## config.mk

```make
export PLATFORM = sky130hd
export DESIGN_NAME = serial_add_sub
export DESIGN_NICKNAME = d
export VERILOG_FILES = /design/src/rtl/alu_pkg.sv /design/src/rtl/full_adder.sv /design/src/rtl/serial_add_sub.sv
export SDC_FILE = /design/constraint.sdc
export NUM_CORES = 1
export LEC_CHECK = 0
export ABC_CLOCK_PERIOD_IN_PS = 4000
export CORE_MARGIN = 3
export CORE_UTILIZATION = 55
export DETAILED_ROUTE_END_ITERATION = 10
export MAX_ROUTING_LAYER = met4
export PLACE_DENSITY_LB_ADDON = 0.12
export SKIP_LAST_GASP = 1
export SLEW_MARGIN = 5
export SYNTH_ARGS = -nofsm -noshare
export SYNTH_HDL_FRONTEND = slang
export SYNTH_SLANG_ARGS = --single-unit
```

## constraint.sdc

```tcl
create_clock -name clk -period 4 [get_ports clk]
set_input_delay 0.8 -clock clk [delete_from_list [all_inputs] [get_ports clk]]
set_output_delay 0.8 -clock clk [all_outputs]
set_load 0.05 [all_outputs]
```

## src/rtl/alu_pkg.sv

```systemverilog
// alu_pkg: types and constants shared by the ALU datapath blocks.
//   serial_state_e : control state of the bit-serial adder/subtractor
//   OP_ADD/OP_SUB  : encoding of the i_sub operation select
package alu_pkg;

    typedef enum logic [1:0] {
        IDLE = 2'd0,
        RUN  = 2'd1,
        DONE = 2'd2
    } serial_state_e;

    localparam logic OP_ADD = 1'b0;
    localparam logic OP_SUB = 1'b1;

endpackage

```

## src/rtl/full_adder.sv

```systemverilog
// full_adder: one-bit full-adder cell.
//   i_a, i_b, i_cin : cell inputs
//   o_sum, o_cout   : sum and carry out
//   INVERT_B        : when 1, B is complemented inside the cell
module full_adder #(
    parameter bit INVERT_B = 1'b0
) (
    input  logic i_a,
    input  logic i_b,
    input  logic i_cin,
    output logic o_sum,
    output logic o_cout
);

    logic w_b;

    assign w_b    = INVERT_B ? ~i_b : i_b;
    assign o_sum  = i_a ^ w_b ^ i_cin;
    assign o_cout = (i_a & w_b) | (i_a & i_cin) | (w_b & i_cin);

endmodule

```

## src/rtl/serial_add_sub.sv

```systemverilog
// serial_add_sub: bit-serial WIDTH-bit adder/subtractor, one bit per clock
// through a single full-adder cell with a registered carry.
//   clk, rst_n              : clock, synchronous active-low reset
//   i_valid/o_ready         : operand handshake (i_a, i_b, i_sub)
//   o_valid/i_ready         : result handshake (o_result and flags)
//   o_carry                 : carry out (subtract: 1 = no borrow)
//   o_overflow              : signed two's-complement overflow
//   o_zero                  : o_result == 0
//   o_state                 : current control state, for observation
//
// Handshakes: a transfer happens on a rising edge where valid and ready are
// both high. o_ready is high only in IDLE and o_valid only in DONE, so the
// unit holds one operation at a time; requests seen outside IDLE are not
// queued and the requester must keep i_valid up. Once o_valid rises, the
// result and flags hold until the edge where i_ready is seen.
module serial_add_sub
    import alu_pkg::*;
#(
    parameter int WIDTH = 32
) (
    input  logic             clk,
    input  logic             rst_n,
    input  logic             i_valid,
    output logic             o_ready,
    input  logic [WIDTH-1:0] i_a,
    input  logic [WIDTH-1:0] i_b,
    input  logic             i_sub,
    output logic             o_valid,
    input  logic             i_ready,
    output logic [WIDTH-1:0] o_result,
    output logic             o_carry,
    output logic             o_overflow,
    output logic             o_zero,
    output serial_state_e    o_state
);

    localparam int CW = $clog2(WIDTH) + 1;
    localparam logic [CW-1:0] LAST_BIT = CW'(WIDTH - 1);

    serial_state_e    r_state;
    serial_state_e    w_next_state;
    logic [CW-1:0]    r_cnt;
    logic [WIDTH-1:0] r_shift_a;
    logic [WIDTH-1:0] r_shift_b;
    logic [WIDTH-1:0] r_result;
    logic             r_carry;
    logic             r_c_msb_in;

    logic             w_accept;
    logic             w_last;
    logic             w_sum;
    logic             w_cout;

    assign w_accept = (r_state == IDLE) && i_valid;
    assign w_last   = (r_cnt == LAST_BIT);

    // B is already inverted at load time for subtraction, so the cell
    // is a plain adder.
    full_adder #(
        .INVERT_B (1'b0)
    ) u_cell (
        .i_a    (r_shift_a[0]),
        .i_b    (r_shift_b[0]),
        .i_cin  (r_carry),
        .o_sum  (w_sum),
        .o_cout (w_cout)
    );

    // State register
    always_ff @(posedge clk) begin
        if (!rst_n) begin
            r_state <= IDLE;
        end else begin
            r_state <= w_next_state;
        end
    end

    // Next-state logic
    always_comb begin
        w_next_state = r_state;
        case (r_state)
            IDLE:    if (w_accept) w_next_state = RUN;
            RUN:     if (w_last)   w_next_state = DONE;
            DONE:    if (i_ready)  w_next_state = IDLE;
            default:               w_next_state = IDLE;
        endcase
    end

    // Datapath: operand shifters, result shifter, carry and counter
    always_ff @(posedge clk) begin
        if (!rst_n) begin
            r_cnt      <= '0;
            r_shift_a  <= '0;
            r_shift_b  <= '0;
            r_result   <= '0;
            r_carry    <= 1'b0;
            r_c_msb_in <= 1'b0;
        end else begin
            case (r_state)
                IDLE: begin
                    if (w_accept) begin
                        r_cnt      <= '0;
                        r_shift_a  <= i_a;
                        r_shift_b  <= (i_sub == OP_SUB) ? ~i_b : i_b;
                        r_carry    <= (i_sub == OP_SUB);
                        r_result   <= '0;
                        r_c_msb_in <= 1'b0;
                    end
                end
                RUN: begin
                    // LSB-first: each sum bit enters at the MSB, so after
                    // WIDTH shifts bit 0 has reached position 0.
                    r_result  <= {w_sum, r_result[WIDTH-1:1]};
                    r_shift_a <= r_shift_a >> 1;
                    r_shift_b <= r_shift_b >> 1;
                    r_carry   <= w_cout;
                    r_cnt     <= r_cnt + CW'(1);
                    // Carry into the sign bit; overflow is its XOR with the
                    // carry out of the sign bit.
                    if (w_last) begin
                        r_c_msb_in <= r_carry;
                    end
                end
                default: begin
                end
            endcase
        end
    end

    // Outputs are decoded from registers only.
    always_comb begin
        o_ready    = (r_state == IDLE);
        o_valid    = (r_state == DONE);
        o_result   = r_result;
        o_carry    = 1'b0;
        o_overflow = 1'b0;
        o_zero     = 1'b0;
        o_state    = r_state;
        if (r_state == DONE) begin
            o_carry    = r_carry;
            o_overflow = r_c_msb_in ^ r_carry;
            o_zero     = (r_result == '0);
        end
    end

endmodule
```

-- Yosys cells after proc, flatten, opt, wreduce, memory -nomap -nowiden
Index checks and enable logic that the tools add are counted.
- register bits: 106
- bits of input ports: 69
- output and inout port bits: 39
- logic and storage cells: 51
- add/sub/neg operators: 1
- equal/unequal tests: 6
- muxes and demuxes: 21
- bitwise operators: 9
- reductions and logical operators: 7
- operators by type and width (kind ; count):
    one-hot mux 32 bit (2 select lines) ; 3
    2-to-1 mux 32 bit ; 4
    logical NOT 32 bit ; 1
    inverter 32 bit ; 1
    one-hot mux 6 bit (2 select lines) ; 1
    adder 6 x 1 -> 6 bit (second input constant) ; 1
    == test 6 x 5 -> 1 bit (second input constant) ; 1
    2-to-1 mux 1 bit ; 6
    2-to-1 mux 2 bit ; 3
    2-to-1 mux 6 bit ; 1
    one-hot mux 2 bit (3 select lines) ; 1
    AND reduction 3 bit ; 2
    inequality test 2 x 1 -> 1 bit (second input constant) ; 2
    one-hot mux 1 bit (2 select lines) ; 2
    bitwise AND 1 bit ; 3
    bitwise XOR 1 bit ; 3
    == test 2 x 1 -> 1 bit (second input constant) ; 1
    == test 2 bit (second input constant) ; 1
    logical NOT 2 bit ; 1
    inequality test 2 bit (second input constant) ; 1
    bitwise OR 1 bit ; 2
    AND reduction 2 bit ; 1
    nonzero test 2 bit ; 1
    logical AND 1 bit ; 1

-- Depth between registers and ports, before layout
- depth in word-level cells: 4
- gate-level depth with buffers: 6
- depth with buffers taken out: 4

-- By module
A second synthesis with hierarchy kept.
- cells, all modules: 503
- area, all modules: 4870.9 um^2
- by module, submodules not included (module ; times used ; cells an instance ; area an instance (um^2)):
    serial_add_sub ; 1 ; 502 ; 4850.9
    full_adder ; 1 ; 1 ; 20.0

-- Worst setup path before layout
No wires, ideal clock.
- path type: register to output
- start: register r_state[0] (netlist: o_state[0])
- end: output port o_zero
- data arrival time: 2.623 ns
- data required time: 3.200 ns
- setup slack: 0.577 ns
- stages on the path, launching flop included: 5
- buffers on the path: 2
- cells stage by stage: dfxtp_1 buf_6 clkbuf_1 nand2b_1 nor4_1
- cells in the longest elaborated chain, start to end: 2
- RTL lines (what ; RTL line ; RTL):
    start, declared ; serial_add_sub.sv:40 ; serial_state_e r_state;
    start signal, assigned ; serial_add_sub.sv:74 ; r_state <= w_next_state;
    == test 2 bit ; serial_add_sub.sv:139 ; if (r_state == DONE) begin
    2-to-1 mux 1 bit ; serial_add_sub.sv:139 ;
    end, declared ; serial_add_sub.sv:33 ; output logic o_zero,
Every way passes these cells.

-- Worst setup path after layout
- start: register r_state[0] (netlist: o_state[0])
- end: output port o_state[0]
- RTL lines (what ; RTL line ; RTL):
    end, declared ; serial_add_sub.sv:34 ; output serial_state_e o_state
No word-level cell between the ends.

==> impl_results.md <==
- Fraction of layout cells with a size suffix above 1: around 11%
- Mean Syn Cell Area: a little under 10 sq um
- Clock skew: slightly above 0.01 ns
- Pleak: 2.19 nW
- Power Total: between 0.002 and 0.0025 W
- Dpl hpwl: about 7000 um
- Crit path DAT: around 2.2 ns
- Hold buffer count at cts: 0
- Final Net Count: 649
- Slowest stage cell, crit path: clkdlybuf4s50_1
- Family with the most delay on the worst path: buffers and inverters
- Fin worst setup slack: 1.04 ns
- Synth Flop Type: dfxtp_1
- Final Hold Vio Count: 0
- First-pass GRT wire length: 17,800 um
- Relative slew slack: 41.9%
- Period minus WS final: between 2 and 3 ns
- Count leader, synth: dfxtp_1
- Detailed-route vias per instance: ~6
- Initial drt markers: 238
- Top-Level Pins: approximately 110
- Dpl ws: about 1.3 ns
- Clock sink total: approximately 110
- Crit path launch type: flip-flop
- Max_cap viols: 0
- Top cells by area, synth: dfxtp_1 (43%), nor2b_1 (12%), o221a_2 (7.4%)
- Worst r2r src: o_state[0]$_SDFFE_PN0P_
- Setup_tns: 0 ns
- Fin. max-slew vios: 0
- Drt pass-1 iters: 8
- Clock transition at path regs: 0.10 ns
- Peak supply drop: 0.228 mV
- CP startpoint: o_state[0]$_SDFFE_PN0P_
- Die ar.: 10,100 sq um
- # diodes: 0
- Mapped Cells: 506
- Final period util: 74.0%
- Final setup fails: 0
- Crit Reg-Reg Endpoint: o_result[1]$_SDFFE_PN0P_
- Pwr dens: 362 nW/um^2
- Cell taking the most area after synthesis: dfxtp_1
- Fmax: around 340 MHz
- Register area share after synthesis: between 40% and 50%
- Worst Setup EP: o_state[0]
- Synth async-reset ratio: 0%
- Gr usage total: 21.8%
- Fill count: around 660
- Cts repair resizes: 0
- Synthesized area: about 4900 sq um
- Count of warnings emitted by yosys: 0
- Setup Fix Bufs, Post-CTS: 0
- Critical Path RT: around 3.2 ns
- Worst Max-Slew Pin Slew: just under 0.9 ns
- Overflow after GRT: 0
- Crit. End Element: primary output
- Via count: between 4,000 and 5,000
- Cell Rows: 33
- Critical path type: reg2out
- R2R cell count: 5
- Worst-path cell chain: buf_4, clkdlybuf4s50_1
- Root buffer cell: clkbuf_8
- Number of flops mapped to enable cells by yosys: 0
- Placed Instances: approximately 670
- Layout Area Growth over Synthesis: 24.5%
- Final wirelength: between 10,000 and 15,000 um
- RSZ-0062 raised after global routing: false
- Clock Path Buffers: 2
- Largest net degree at the start of global routing: 74
- Min-delay worst type: reg2reg
- Clk_lat worst skew: 0.36 ns
- Post-Syn Nets: ~580
- Number of port buffers: 107
- Antenna violations before repair: 0
- CP Depth: 2
- Synth unique cells: 40
- # H-tree levels: 3
- Starting density of the core: between 50 and 60%
- Commonest cells post-synth: dfxtp_1 (106), nor2b_1 (97), nor2_1 (36)
- Worst path bufs/invs: 2
- CTS tree: done
- Synth top area share: a little over two fifths
- Critical path peak fanout: 73
- Die width: 100 um
- Reg2reg setup slack: 1.61 ns
- Outcome: finished, final reports clean
- DIE HEIGHT: roughly 100 um
- Non-filler instance count after layout: 688
- Vias in the first global route: between 3,000 and 4,000
- Hold Slack: 0.495 ns
- Synthesized flop and latch total: roughly 110
- Post-DRT Antenna Nets: 0
- Crit-path max cell delay: between 0.9 and 1 ns
- TritonCTS Buffers: 9
- Drt wl/cell: around 16 um
- Residual DRC count: 0
- Final GP Congestion: 0.798
- Core ar.: about 8400 sq um
where the power goes:
part	internal, W	leakage [nW]	switching, W	total [W]
registers	0.00112	0.868	0.0000344	0.00115
logic	0.000192	1.22	0.000180	0.000371
clock network	0.000302	0.107	0.000381	0.000684
total	0.00161	2.19	0.000596	0.00221
layout make-up:
| class | count | area [sq um] | share of cell area, % |
|---|---|---|---|
| clock buffers | 9 | 124 | 2.03 |
| inverters | 4 | 15.0 | 0.247 |
| multi-input cells | 342 | 2490 | 41.0 |
| well taps | 105 | 131 | 2.16 |
| flip-flops and latches | 106 | 2120 | 34.9 |
| repair buffers | 115 | 1120 | 18.4 |
| clock inverters | 7 | 81.3 | 1.34 |
cell families (layout without fill, tap and decap cells):
family | count (synthesis) | in the layout | share of synthesized area (%)
AO/OA/AOI/OAI | 142 | 142 | 24.3
XOR/XNOR | 33 | 33 | 5.91
adder cells (fa/ha/maj) | 2 | 2 | 0.665
buffers and inverters | 58 | 135 | 6.12
flip-flops | 106 | 106 | 43.4
multiplexers | 2 | 2 | 0.409
AND/OR/NAND/NOR | 163 | 163 | 19.2
state kept, by name (all words and copies together), names as in the netlist:
signal / count
o_result: 32
o_state: 2
r_carry: 1
r_shift_a: 32
r_c_msb_in: 1
r_cnt: 6
r_shift_b: 32
worst register-to-register path, delay by kind of cell (launching register included):
| family | cells | cell delay [ns] |
|---|---|---|
| AOI/OAI and AO/OA | 1 | 0.12 |
| DFF | 1 | 0.34 |
| buffers and inverters | 2 | 0.98 |
| and+or+nand+nor | 2 | 0.89 |
metal layers:
metal	routed length [um]	track usage, %	part of all wire, %
met1	5070	29.8	46
met2	5170	33.6	47
met3	647	3.75	5.9
met4	106	5.80	0.96
met5	0	-	0
cell usage in the layout (no fill, tap or decap), types with 2 or more instances in the layout:
master,count
nor2_1,36
inv_6,4
or4_1,2
nor4_1,8
buf_2,2
mux2i_1,2
nand2b_1,2
a22oi_1,35
nand3b_1,2
and2_1,2
dfxtp_1,105
xor2_1,32
nor2b_1,96
o211ai_1,3
a21boi_0,3
inv_1,4
nand3_1,3
a21oi_1,31
or3_1,2
nand2_1,3
clkdlybuf4s50_1,104
clkbuf_8,9
a222oi_1,31
o221a_2,32
buf_4,9
through the flow:
step | instance area, sq um | util (%)
global placement | 5880 | 69.8
finish | 6090 | 72.3
floorplan | 4890 | -
CTS | 6090 | 72.3
global route | 6090 | 72.3
detailed placement | 5880 | 69.8
worst min-delay path by stage:
stage	start	end	slack, ns	depth (start not counted)
finish	r_c_msb_in$_SDFFE_PN0P_	r_c_msb_in$_SDFFE_PN0P_	0.50	2
global route	r_c_msb_in$_SDFFE_PN0P_	r_c_msb_in$_SDFFE_PN0P_	0.52	2
CTS	r_c_msb_in$_SDFFE_PN0P_	r_c_msb_in$_SDFFE_PN0P_	0.49	2
detailed placement	r_c_msb_in$_SDFFE_PN0P_	r_c_msb_in$_SDFFE_PN0P_	0.48	2
global placement	r_c_msb_in$_SDFFE_PN0P_	r_c_msb_in$_SDFFE_PN0P_	0.47	2
floorplan	r_c_msb_in$_SDFFE_PN0P_	r_c_msb_in$_SDFFE_PN0P_	0.46	2
Note: power is estimated with default switching activity, not from simulation.
